[src/rtl/avg_uart_tx.sv]
// Buffers averaged samples in a small FIFO and sends each one as two UART bytes.
// Optional even parity bit per byte when AVG_UART_PARITY_EN is defined.
module avg_uart_tx #(
    parameter int DATA_W       = 10,
    parameter int CLKS_PER_BIT = 16,
    parameter int FIFO_DEPTH   = 4
) (
    input  logic              clk,
    input  logic              reset,
    input  logic [DATA_W-1:0] data_i,
    input  logic              strobe_i,
    output logic              tx_o,
    output logic              busy_o,
    output logic              fifo_full_o,
    output logic              overflow_o
);

    localparam int          AW        = $clog2(FIFO_DEPTH);
    localparam logic [15:0] BAUD_LAST = 16'(CLKS_PER_BIT - 1);

    localparam logic [2:0] ST_IDLE   = 3'd0;
    localparam logic [2:0] ST_START  = 3'd1;
    localparam logic [2:0] ST_DATA   = 3'd2;
    localparam logic [2:0] ST_STOP   = 3'd3;
`ifdef AVG_UART_PARITY_EN
    localparam logic [2:0] ST_PARITY = 3'd4;
`endif

    logic [DATA_W-1:0] mem [FIFO_DEPTH];
    logic [AW:0]       wr_ptr;
    logic [AW:0]       rd_ptr;
    logic              fifo_empty;
    logic              fifo_full;
    logic              push;
    logic              pop;

    logic [2:0]        state;
    logic [15:0]       baud_cnt;
    logic [2:0]        bit_idx;
    logic              byte_sel;
    logic [DATA_W-1:0] hold;
    logic [7:0]        cur_byte;
    logic              baud_done;
    logic              tx_q;
    logic              overflow_q;

    // Extra pointer bit distinguishes full from empty when the indices match.
    assign fifo_empty = (wr_ptr == rd_ptr);
    assign fifo_full  = (wr_ptr[AW] != rd_ptr[AW]) &&
                        (wr_ptr[AW-1:0] == rd_ptr[AW-1:0]);
    assign pop        = (state == ST_IDLE) && !fifo_empty;
    assign push       = strobe_i && (!fifo_full || pop);

    // High byte carries a marker in bit 7 so the receiver can resynchronise.
    assign cur_byte  = byte_sel ? {1'b1, 5'b00000, hold[9:8]} : hold[7:0];
    assign baud_done = (baud_cnt == BAUD_LAST);

    assign tx_o        = tx_q;
    assign busy_o      = (state != ST_IDLE) || !fifo_empty;
    assign fifo_full_o = fifo_full;
    assign overflow_o  = overflow_q;

    always_ff @(posedge clk) begin
        if (push) begin
            mem[wr_ptr[AW-1:0]] <= data_i;
        end
    end

    always_ff @(posedge clk or posedge reset) begin
        if (reset) begin
            wr_ptr     <= '0;
            rd_ptr     <= '0;
            overflow_q <= 1'b0;
        end else begin
            if (push) begin
                wr_ptr <= wr_ptr + 1'b1;
            end
            if (pop) begin
                rd_ptr <= rd_ptr + 1'b1;
            end
            if (strobe_i && !push) begin
                overflow_q <= 1'b1;
            end
        end
    end

    // tx_q is loaded with the bit of the state being entered, so the line is glitch-free.
    always_ff @(posedge clk or posedge reset) begin
        if (reset) begin
            state    <= ST_IDLE;
            baud_cnt <= '0;
            bit_idx  <= '0;
            byte_sel <= 1'b0;
            hold     <= '0;
            tx_q     <= 1'b1;
        end else begin
            case (state)
                ST_IDLE: begin
                    baud_cnt <= '0;
                    tx_q     <= 1'b1;
                    if (pop) begin
                        hold     <= mem[rd_ptr[AW-1:0]];
                        byte_sel <= 1'b0;
                        state    <= ST_START;
                        tx_q     <= 1'b0;
                    end
                end
                ST_START: begin
                    if (baud_done) begin
                        baud_cnt <= '0;
                        bit_idx  <= '0;
                        state    <= ST_DATA;
                        tx_q     <= cur_byte[0];
                    end else begin
                        baud_cnt <= baud_cnt + 16'd1;
                    end
                end
                ST_DATA: begin
                    if (baud_done) begin
                        baud_cnt <= '0;
                        if (bit_idx == 3'd7) begin
`ifdef AVG_UART_PARITY_EN
                            state <= ST_PARITY;
                            tx_q  <= ^cur_byte;
`else
                            state <= ST_STOP;
                            tx_q  <= 1'b1;
`endif
                        end else begin
                            bit_idx <= bit_idx + 3'd1;
                            tx_q    <= cur_byte[bit_idx + 3'd1];
                        end
                    end else begin
                        baud_cnt <= baud_cnt + 16'd1;
                    end
                end
`ifdef AVG_UART_PARITY_EN
                ST_PARITY: begin
                    if (baud_done) begin
                        baud_cnt <= '0;
                        state    <= ST_STOP;
                        tx_q     <= 1'b1;
                    end else begin
                        baud_cnt <= baud_cnt + 16'd1;
                    end
                end
`endif
                ST_STOP: begin
                    if (baud_done) begin
                        baud_cnt <= '0;
                        if (!byte_sel) begin
                            byte_sel <= 1'b1;
                            state    <= ST_START;
                            tx_q     <= 1'b0;
                        end else begin
                            state <= ST_IDLE;
                            tx_q  <= 1'b1;
                        end
                    end else begin
                        baud_cnt <= baud_cnt + 16'd1;
                    end
                end
                default: begin
                    state <= ST_IDLE;
                    tx_q  <= 1'b1;
                end
            endcase
        end
    end

endmodule

[config.mk]
export PLATFORM = sky130hd
export DESIGN_NAME = avg_uart_tx
export DESIGN_NICKNAME = d
export VERILOG_FILES = /design/src/rtl/avg_uart_tx.sv
export SDC_FILE = /design/constraint.sdc
export NUM_CORES = 1
export LEC_CHECK = 0
export CAP_MARGIN = 15
export CORE_MARGIN = 1.5
export CORE_UTILIZATION = 56
export CTS_BUF_LIST = sky130_fd_sc_hd__clkbuf_4 sky130_fd_sc_hd__clkbuf_8
export CTS_CLUSTER_SIZE = 40
export DETAILED_ROUTE_END_ITERATION = 12
export PLACE_DENSITY = 0.78
export SYNTH_ARGS = -nofsm -noshare
export SYNTH_HDL_FRONTEND = slang
export SYNTH_SLANG_ARGS = --single-unit
[constraint.sdc]
create_clock -name clk -period 2 [get_ports clk]
set_input_delay 0.4 -clock clk [delete_from_list [all_inputs] [get_ports clk]]
set_output_delay 0.4 -clock clk [all_outputs]
set_load 0.005 [all_outputs]
**After elaboration in Yosys (flattened, before gate mapping)**

Memory sizes are Yosys's and may differ from the RTL's. A register that Yosys moved wholly into a read port is not among the register bits.
Cells that the tools add are included.

- Output and inout port bits: 4
- Memories kept: 1
- RAM bits: 40
- Word-level logic and storage cells: 76
- Input bits: 13
- Register bits after elaboration: 31

- $add $sub $neg: 4
- Order comparisons: 1
- Reductions and logical operators: 20
- Equality and inequality tests: 14
- Mux-type cells: 28

Memory list:

| name | depth | width | rd ports | clocked after Yosys merged registers in | write ports | line | RTL |
|---|---|---|---|---|---|---|---|
| mem | 4 | 10 | 1 | 1 | 1 | 29 | `logic [DATA_W-1:0] mem [FIFO_DEPTH];` |

Operators with widths:

| kind | count |
|---|---|
| 16-bit case mux with 2 select lines | 1 |
| 3-bit 2-to-1 mux | 8 |
| 16-bit by 1-bit adder with 16-bit output (second input constant) | 1 |
| 16-bit by 4-bit equality test with 1-bit output (second input constant) | 1 |
| 16-bit 2-to-1 mux | 1 |
| 1-bit 2-to-1 mux | 12 |
| 2-bit inequality test (second input constant) | 6 |
| 3-bit case mux with 4 select lines | 1 |
| 3-bit by 1-bit adder with 3-bit output (second input constant) | 3 |
| 8-bit 2-to-1 mux | 1 |
| 3-bit by 2-bit equality test with 1-bit output (second input constant) | 2 |
| 3-bit case mux with 2 select lines | 1 |
| 3-bit AND reduction | 2 |
| 2-bit nonzero test | 3 |
| 5-bit AND reduction | 1 |
| 1-bit logical AND | 4 |
| 3-bit by 4-bit < comparator with 1-bit output (second input constant) | 1 |
| 1-bit case mux with 4 select lines | 1 |
| 4-bit AND reduction | 1 |
| 1-bit binary-select mux with 3-bit select | 1 |
| 3-bit by 1-bit equality test with 1-bit output (second input constant) | 1 |
| 3-bit equality test | 1 |
| 3-bit equality test (second input constant) | 1 |
| 1-bit zero test | 3 |
| other kinds (8) | 9 |

**Depth between registers and ports, before layout**

Gate-level depths: netlist of run 1.

- Depth after elaboration: 7
- Depth in mapped cells: 8
- Gate-level depth less buffers: 6

**Worst setup path after synthesis of run 1**

OpenSTA, ideal clock, no wires.

- Path kind: reg-to-reg
- From: register state[0]
- To: memory mem[0][0], enable pin
- Arrival time: 1.776 ns
- Setup slack: -0.152 ns
- Data required time: 1.624 ns
- Clock period less this slack: 2.152 ns
- Cell stages (with the launch flop): 8
- Setup time: 0.376 ns
- Buffers on the path: 2
- Path through: dfrtp_1 -> inv_1 -> ha_1 -> clkbuf_1 -> nor4_1 -> nand2b_1 -> buf_2 -> nor2_1

- Cells in the longest elaborated chain, start to end: 6

RTL lines:

| element | line | RTL |
|---|---|---|
| start: declaration | 37 | `logic [2:0] state;` |
| start signal: assignment | 90 | `state <= ST_IDLE;` |
| start signal: assignment | 104 | `state <= ST_START;` |
| start signal: assignment | 112 | `state <= ST_DATA;` |
| 3-bit zero test | 51 | `assign pop = (state == ST_IDLE) && !fifo_empty;` |
| 1-bit logical AND | 51 |  |
| 1-bit logical OR | 52 | `assign push = strobe_i && (!fifo_full \|\| pop);` |
| 1-bit logical AND | 52 |  |
| 1-bit 2-to-1 mux | 64 | `if (push) begin` |
| 1-bit 2-to-1 mux (implied by the code) | 65 | `mem[wr_ptr[AW-1:0]] <= data_i;` |
| end: declaration | 29 |  |

No other way between the ends.

**Worst setup path after layout of run 1**

- From: register rd_ptr[2]
- To: output port busy_o

- Cells in the longest elaborated chain, start to end: 3

RTL lines:

| element | line | RTL |
|---|---|---|
| start: declaration | 31 | `logic [AW:0] rd_ptr;` |
| start signal: assignment | 79 | `rd_ptr <= rd_ptr + 1'b1;` |
| 3-bit equality test | 48 | `assign fifo_empty = (wr_ptr == rd_ptr);` |
| 1-bit zero test | 59 | `assign busy_o = (state != ST_IDLE) \|\| !fifo_empty;` |
| 1-bit logical OR | 59 |  |
| end: declaration | 13 | `output logic busy_o,` |

No other way between the ends.

==> summary.md, run 1 <==
| Metric | Value |
|---|---|
| Final wirelength | `6779 um` |
| Power Dens Cells | `1477 nW/um2` |
| Critical path startpoint category | `register` |
| Fraction of the mapped netlist area in adder cells | `4.349%` |
| Post-synth EDFFs | `40` |
| Vias in the first global route | `2385` |
| Pins Over Slew Limit | `0` |
| Fin Clk Skew | `0.01653 ns` |
| Dpl cell area | `4106 um2` |
| Final std cells w/o fill | `399` |
| R2r setup slk | `0.10 ns` |
| Final Util | `68.91%` |
| CTS root buf | `clkbuf_8` |
| Post-Syn Nets | `302` |
| Critical Path End Type | `primary output` |
| Routed Antenna Nets | `0` |
| Pin count of the biggest net entering global routing | `21` |
| Cell Rows | `29` |
| Post-Syn Area | `3740 um2` |
| CTS tree | `done` |
| Clock transition at path regs | `0.10 ns` |
| Share of cells above drive strength 1 | `25.47%` |
| GRT Util Overall | `20.82%` |
| Htree depth | `3` |
| Total negative slack | `0 ns` |
| Async SR Flop Fraction | `50.00%` |
| Ports | `17` |
| Detailed Route Iter0 Violations | `210` |
| Via count | `2305` |
| 1st-pass router iterations | `4` |
| Initial Utilization | `58.56%` |
| Worst Path Max Fanout | `2` |
| First-pass GRT wire length | `11360 um` |
| Chip Width | `84.72 um` |
| #FFs+latches synth | `80` |
| Synth Area in XOR/XNOR | `2.810%` |
| Synth top area share | `32.12%` |
| Highest Clock Rate | `505.5 MHz` |
| Post-synth top cells | `40 x edfxtp_1, 39 x dfrtp_1, 20 x o21ai_0, 17 x inv_1, 14 x nand2_1` |
| Wire per inst | `16.99 um` |
| Die Y | `84.72 um` |
| Post-synthesis compound-gate area fraction | `7.595%` |
| Final estimated routing congestion in global placement | `0.7928` |
| Static leakage | `1.769 nW` |
| R2R depth | `6` |
| Worst Tran Pin Value | `0.5880 ns` |
| DRC | `0` |
| HP Class | `input pin to async pin` |
| Leading area contributor after synthesis | `edfxtp_1` |
| Crit path arrival time | `1.58 ns` |
| Syn-to-layout area delta | `17.66%` |
| # diodes | `0` |
| Critical Path RT | `1.60 ns` |
| Worst skew pair latency | `0.36 ns` |
| Cells after DPL | `381` |
| Max-cap violations | `0` |
| CTS buffer count | `9` |
| Final Hold Viols | `0` |
| Fin crit period | `1.978 ns` |
| Core area | `6386 um2` |
| Design area | `4400 um2` |
| Hold Buf Count CTS | `0` |
| Via density | `5.777` |
| Sink Count | `80` |
| Final WS setup | `0.02192 ns` |
| Slew margin rel. | `60.76%` |
| Final Cycle Share | `98.90%` |
| Synth area leaders | `edfxtp_1 32%, dfrtp_1 26%, mux4_2 6.0%` |
| Initial antenna violation count | `0` |
| Max VDD drop | `1.085 mV` |
| Crit path kind | `register to primary output` |
| Status | `complete, no violations` |
| Mux share of post-synthesis cell area | `12.71%` |
| Remaining Overflow, GRT | `0` |
| I/O Buffers | `16` |
| Post-Synth Simple-Gate Area | `10.24%` |
| Worst R2R Start | `rd_ptr[2]` |
| Seq/Total Area, Yosys | `58.92%` |
| Synth warnings | `0` |
| Worst r2r dst | `wr_ptr[1]` |
| Syn avg cell area | `13.55 um2` |
| DP HPWL | `4707 um` |
| RSZ-0062 raised after global routing | `yes` |
| Post-Syn Instances | `276` |
| Dominant cell by count in the synthesized netlist | `edfxtp_1` |
| Setup Viol. Count Final | `0` |
| Layout net count | `343` |
| Clock tree buffer depth | `2` |
| Ys flop type | `edfxtp_1` |
| Library cells used by synthesis | `45` |
| Die area | `7177 um2` |
| Largest family of logic cells by synthesized area | `multiplexers` |
| Post-Place Worst Slack | `-0.1615 ns` |
## cell families (layout without fill, tap and decap cells)
| kind of cell | count (synthesis) | count (layout) |
|---|---|---|
| flops | 80 | 80 |
| mux | 30 | 30 |
| xor+xnor | 12 | 12 |
| compound gates | 46 | 46 |
| buf+inv | 28 | 74 |
| simple gates | 67 | 67 |
| fa+ha+maj | 13 | 13 |
## worst max-delay path by stage
| stage | start | to | slack [ns] |
|---|---|---|---|
| floorplan | state[0] | mem[0][0] | -0.15 |
| global placement | strobe_i | mem[1][3] | -0.08 |
| detailed placement | strobe_i | mem[1][4] | -0.16 |
| CTS | wr_ptr[2] | mem[2][0] | -0.14 |
| global route | rd_ptr[2] | busy_o | -0.05 |
| finish | rd_ptr[2] | busy_o | 0.02 |
## stage by stage
step	total power [mW]	hold slack, ns
6_report	6.497	0.3890
3_3_place_gp	4.853	0.4501
3_5_place_dp	4.984	0.4581
4_1_cts	6.456	0.3897
5_1_grt	6.866	0.4099
2_1_floorplan	4.157	0.4510
## area by class of cell
| type | count | area, um2 |
|---|---|---|
| timing repair buffer | 41 | 349.1 |
| multi-input combinational | 168 | 1458 |
| clock buffer | 9 | 123.9 |
| clock inverter | 7 | 106.4 |
| tap | 77 | 96.34 |
| sequential | 80 | 2203 |
| inverter | 17 | 63.81 |
| fill | 447 | 1986 |
## layer usage
| layer | wire, um | GRT usage [%] |
|---|---|---|
| met5 | 0 | 0 |
| met4 | 129 | 8.211 |
| met3 | 279 | 5.506 |
| met2 | 3402 | 33.84 |
| met1 | 2968 | 26.97 |
## flip-flops by register name, summed over array words and instances (netlist names)
name / flops
overflow_o: 1
tx_o: 1
mem: 40
state: 2
rd_ptr: 3
bit_idx: 3
hold: 10
wr_ptr: 3
baud_cnt: 16
byte_sel: 1
## report_power, final
part           switching [mW]  internal [mW]
Clock                   0.648          0.730
Sequential              0.233           2.21
Combinational            1.27           1.41
Total                    2.16           4.34
## worst max-delay path, stage by stage (launching register included)
cell and delay [ns]:
dfrtp_1 0.44, xnor2_2 0.20, buf_4 0.15, nor3b_4 0.21, nand2_2 0.10, buf_6 0.13
## placed cells by master (no fill, tap or decap), types with 3 or more instances in the layout
cell             Yosys  routed
inv_6                0       4
nand2b_1             6       4
nor3_1               9       8
inv_1               17      17
mux2_4               9       9
xnor2_1              4       3
mux2i_1              7       7
nand2_1             14      13
edfxtp_1            40      40
clkdlybuf4s50_1      0      14
mux4_2              10      10
nor2_2               1       4
nand4_1              4       4
nor2_1               8       4
a21oi_1              9       9
mux2_2               4       4
nand3_1              7       7
buf_4                1      25
ha_1                13      13
and3_1               4       4
a21o_1               4       4
dfrtp_1             39      39
xor2_1               8       8
nor4_2               3       3
clkbuf_8             0       9
o21ai_0             20      20
## repair_timing
action                     in CTS  in global routing
setup buffers                   1                  2
pin swaps                       1                  2
resized for setup               6                 13
setup endpoints to repair      32                 48
No activity file was read; power rests on OpenSTA's default activity.
==> run 2, diff against run 1 <==
Settings changed: RECOVER_POWER set to 100.
==> summary.md, run 2 (same netlist as run 1, synthesis figures left out) <==
| Metric | Value |
|---|---|
| Sink Count | `80` |
| Largest register FFs | `40` |
| Chip Width | `84.72 um` |
| Worst R2R Start | `rd_ptr[2]` |
| Vias in the first global route | `2385` |
| CP Cell Sequence | `xnor2_2 > buf_4 > nor3b_4 > nand2_2 > buf_6` |
| Clk pwr share | `21.2%` |
| Wire per inst | `16.96 um` |
| Most frequent cells in the layout | `40 x edfxtp_1, 39 x dfrtp_1, 23 x buf_4` |
| Met1 Track Usage GR | `26.97%` |
| Pins Over Slew Limit | `0` |
| Max-cap violations | `0` |
| Ports | `17` |
| CTS tree | `done` |
| Remaining Overflow, GRT | `0` |
| GRT Max-Usage Layer | `met2` |
| Fin crit period | `1.977 ns` |
| Critical path startpoint category | `register` |
| Worst Tran Pin Value | `1.109 ns` |
| Htree depth | `3` |
| Syn-to-layout area delta | `17.46%` |
| First-pass GRT wire length | `11360 um` |
| Worst Hold Margin | `0.4721 ns` |
| Min-Delay Path Depth | `1` |
| Power Dens Cells | `1477 nW/um2` |
| Final estimated routing congestion in global placement | `0.7928` |
| Cell-internal power | `4.336 mW` |
| Detailed Route Iter0 Violations | `204` |
| Max VDD drop | `1.085 mV` |
| Final std cells w/o fill | `399` |
| Critical Path End Type | `primary output` |
| Met2 GRT Util | `33.84%` |
| Highest Clock Rate | `505.7 MHz` |
| Met3 Resource Use GR | `5.506%` |
| Switch Pwr | `2.155 mW` |
| Die area | `7177 um2` |
| RSZ-0062 raised after global routing | `yes` |
| Layout net count | `343` |
| DRC | `0` |
| Die Y | `84.72 um` |
| Flop pwr share | `37.6%` |
| Final wirelength | `6766 um` |
| Cells after DPL | `381` |
| Critical Path RT | `1.60 ns` |
| Worst Path Max Fanout | `2` |
| CTS root buf | `clkbuf_8` |
| Initial Utilization | `58.56%` |
| I/O Buffers | `16` |
| Worst Hold End | `overflow_o` |
| Fill cells | `445` |
| Static leakage | `1.764 nW` |
| Via density | `5.774` |
| Fin Clk Skew | `0.01652 ns` |
| Core area | `6386 um2` |
| Initial antenna violation count | `0` |
| Worst skew pair latency | `0.36 ns` |
| Combinational power share | `41.2%` |
| GRT Util Overall | `20.82%` |
| Hold Buf Count CTS | `0` |
| Slew margin rel. | `26.06%` |
| Crit path kind | `register to primary output` |
| Final Util | `68.79%` |
| Pin count of the biggest net entering global routing | `21` |
| Routed Antenna Nets | `0` |
| DP HPWL | `4707 um` |
| Dpl cell area | `4106 um2` |
| Crit path arrival time | `1.58 ns` |
| Commonest non-fill, non-tap cell in the layout | `edfxtp_1` |
| Design area | `4393 um2` |
| R2R depth | `6` |
| # diodes | `0` |
| Final Cycle Share | `98.87%` |
| Via count | `2304` |
| Worst r2r dst | `wr_ptr[1]` |
| HP Class | `register to register` |
| Hold Startpoint | `overflow_o` |
| Delay of the slowest critical-path stage | `0.44 ns` |
| Clock transition at path regs | `0.09 ns` |
| Slowest-stage cell, CP | `dfrtp_1` |
| Share of cells above drive strength 1 | `24.84%` |
| CTS buffer count | `9` |
| Cell Rows | `29` |
| Sw frac | `33.19%` |
| 1st-pass router iterations | `4` |
| Final Hold Viols | `0` |
| Setup Viol. Count Final | `0` |
| Status | `complete, no violations` |
| Clock tree buffer depth | `2` |
| R2r setup slk | `0.10 ns` |
==> run 2: cell count changes in the layout (fill, tap and decap cells not counted), sizes merged <==
| cell | delta |
|---|---|
| buf | -2 |
| clkdlybuf4s50 | -11 |
| dlygate4sd3 | +11 |
| clkbuf | +2 |
==> run 2: how the worst max path moves through the flow <==
stage | startpoint | endpoint | slack [ns] | cells past startpoint
after floorplan | state[0] | mem[0][0] | -0.15 | 7
after global placement | strobe_i | mem[1][3] | -0.08 | 3
after detailed placement | strobe_i | mem[1][4] | -0.16 | 3
after CTS | wr_ptr[2] | mem[2][0] | -0.14 | 5
after global routing | rd_ptr[2] | busy_o | -0.05 | 5
final | rd_ptr[2] | busy_o | 0.02 | 5
==> run 2: metal layers <==
layer,wire length [um],vias up
li1,-,1106
met1,2965,1128
met2,3392,53
met3,278,17
met4,129,0
met5,0,-
==> run 2: power by group through the flow <==
stage	Clock (mW)	Combinational, mW	Sequential, mW
6_report	1.38	2.67	2.44
5_1_grt	1.46	2.91	2.49
3_3_place_gp	0	2.42	2.44
2_1_floorplan	0	1.73	2.42
3_5_place_dp	0	2.52	2.47
4_1_cts	1.40	2.61	2.45
==> run 2: repair_timing <==
action                                  4_1_cts  5_1_grt
endpoints found under the hold margin         0        0
endpoints found under the setup margin       32       48
gates resized for setup                       6       13
buffers inserted                              1        2
pin swaps                                     1        2
==> run 2: layout make-up <==
cell class              count  area, um2  area share, %
clock buffers               9      123.9          2.820
inverters                  17      63.81          1.453
flip-flops and latches     80       2203          50.16
multi-input cells         168       1458          33.18
well taps                  77      96.34          2.193
repair buffers             41      341.6          7.776
clock inverters             7      106.4          2.421
==> run 2: per-stage QoR <==
| stage | power, mW | TNS, ns | worst slack, ns |
|---|---|---|---|
| 2_1_floorplan | 4.157 | -4.645 | -0.1520 |
| 3_3_place_gp | 4.853 | -2.571 | -0.08238 |
| 3_5_place_dp | 4.984 | -4.706 | -0.1615 |
| 4_1_cts | 6.456 | -3.669 | -0.1392 |
| 5_1_grt | 6.860 | -0.06826 | -0.04858 |
| 6_report | 6.491 | 0 | 0.02259 |
==> run 2: worst max-delay path, delay by kind of cell (launching register included) <==
kind	cells	cell delay, ns
DFF	1	0.44
and+or+nand+nor	2	0.31
buffers and inverters	2	0.28
xor gates and xnor gates	1	0.20
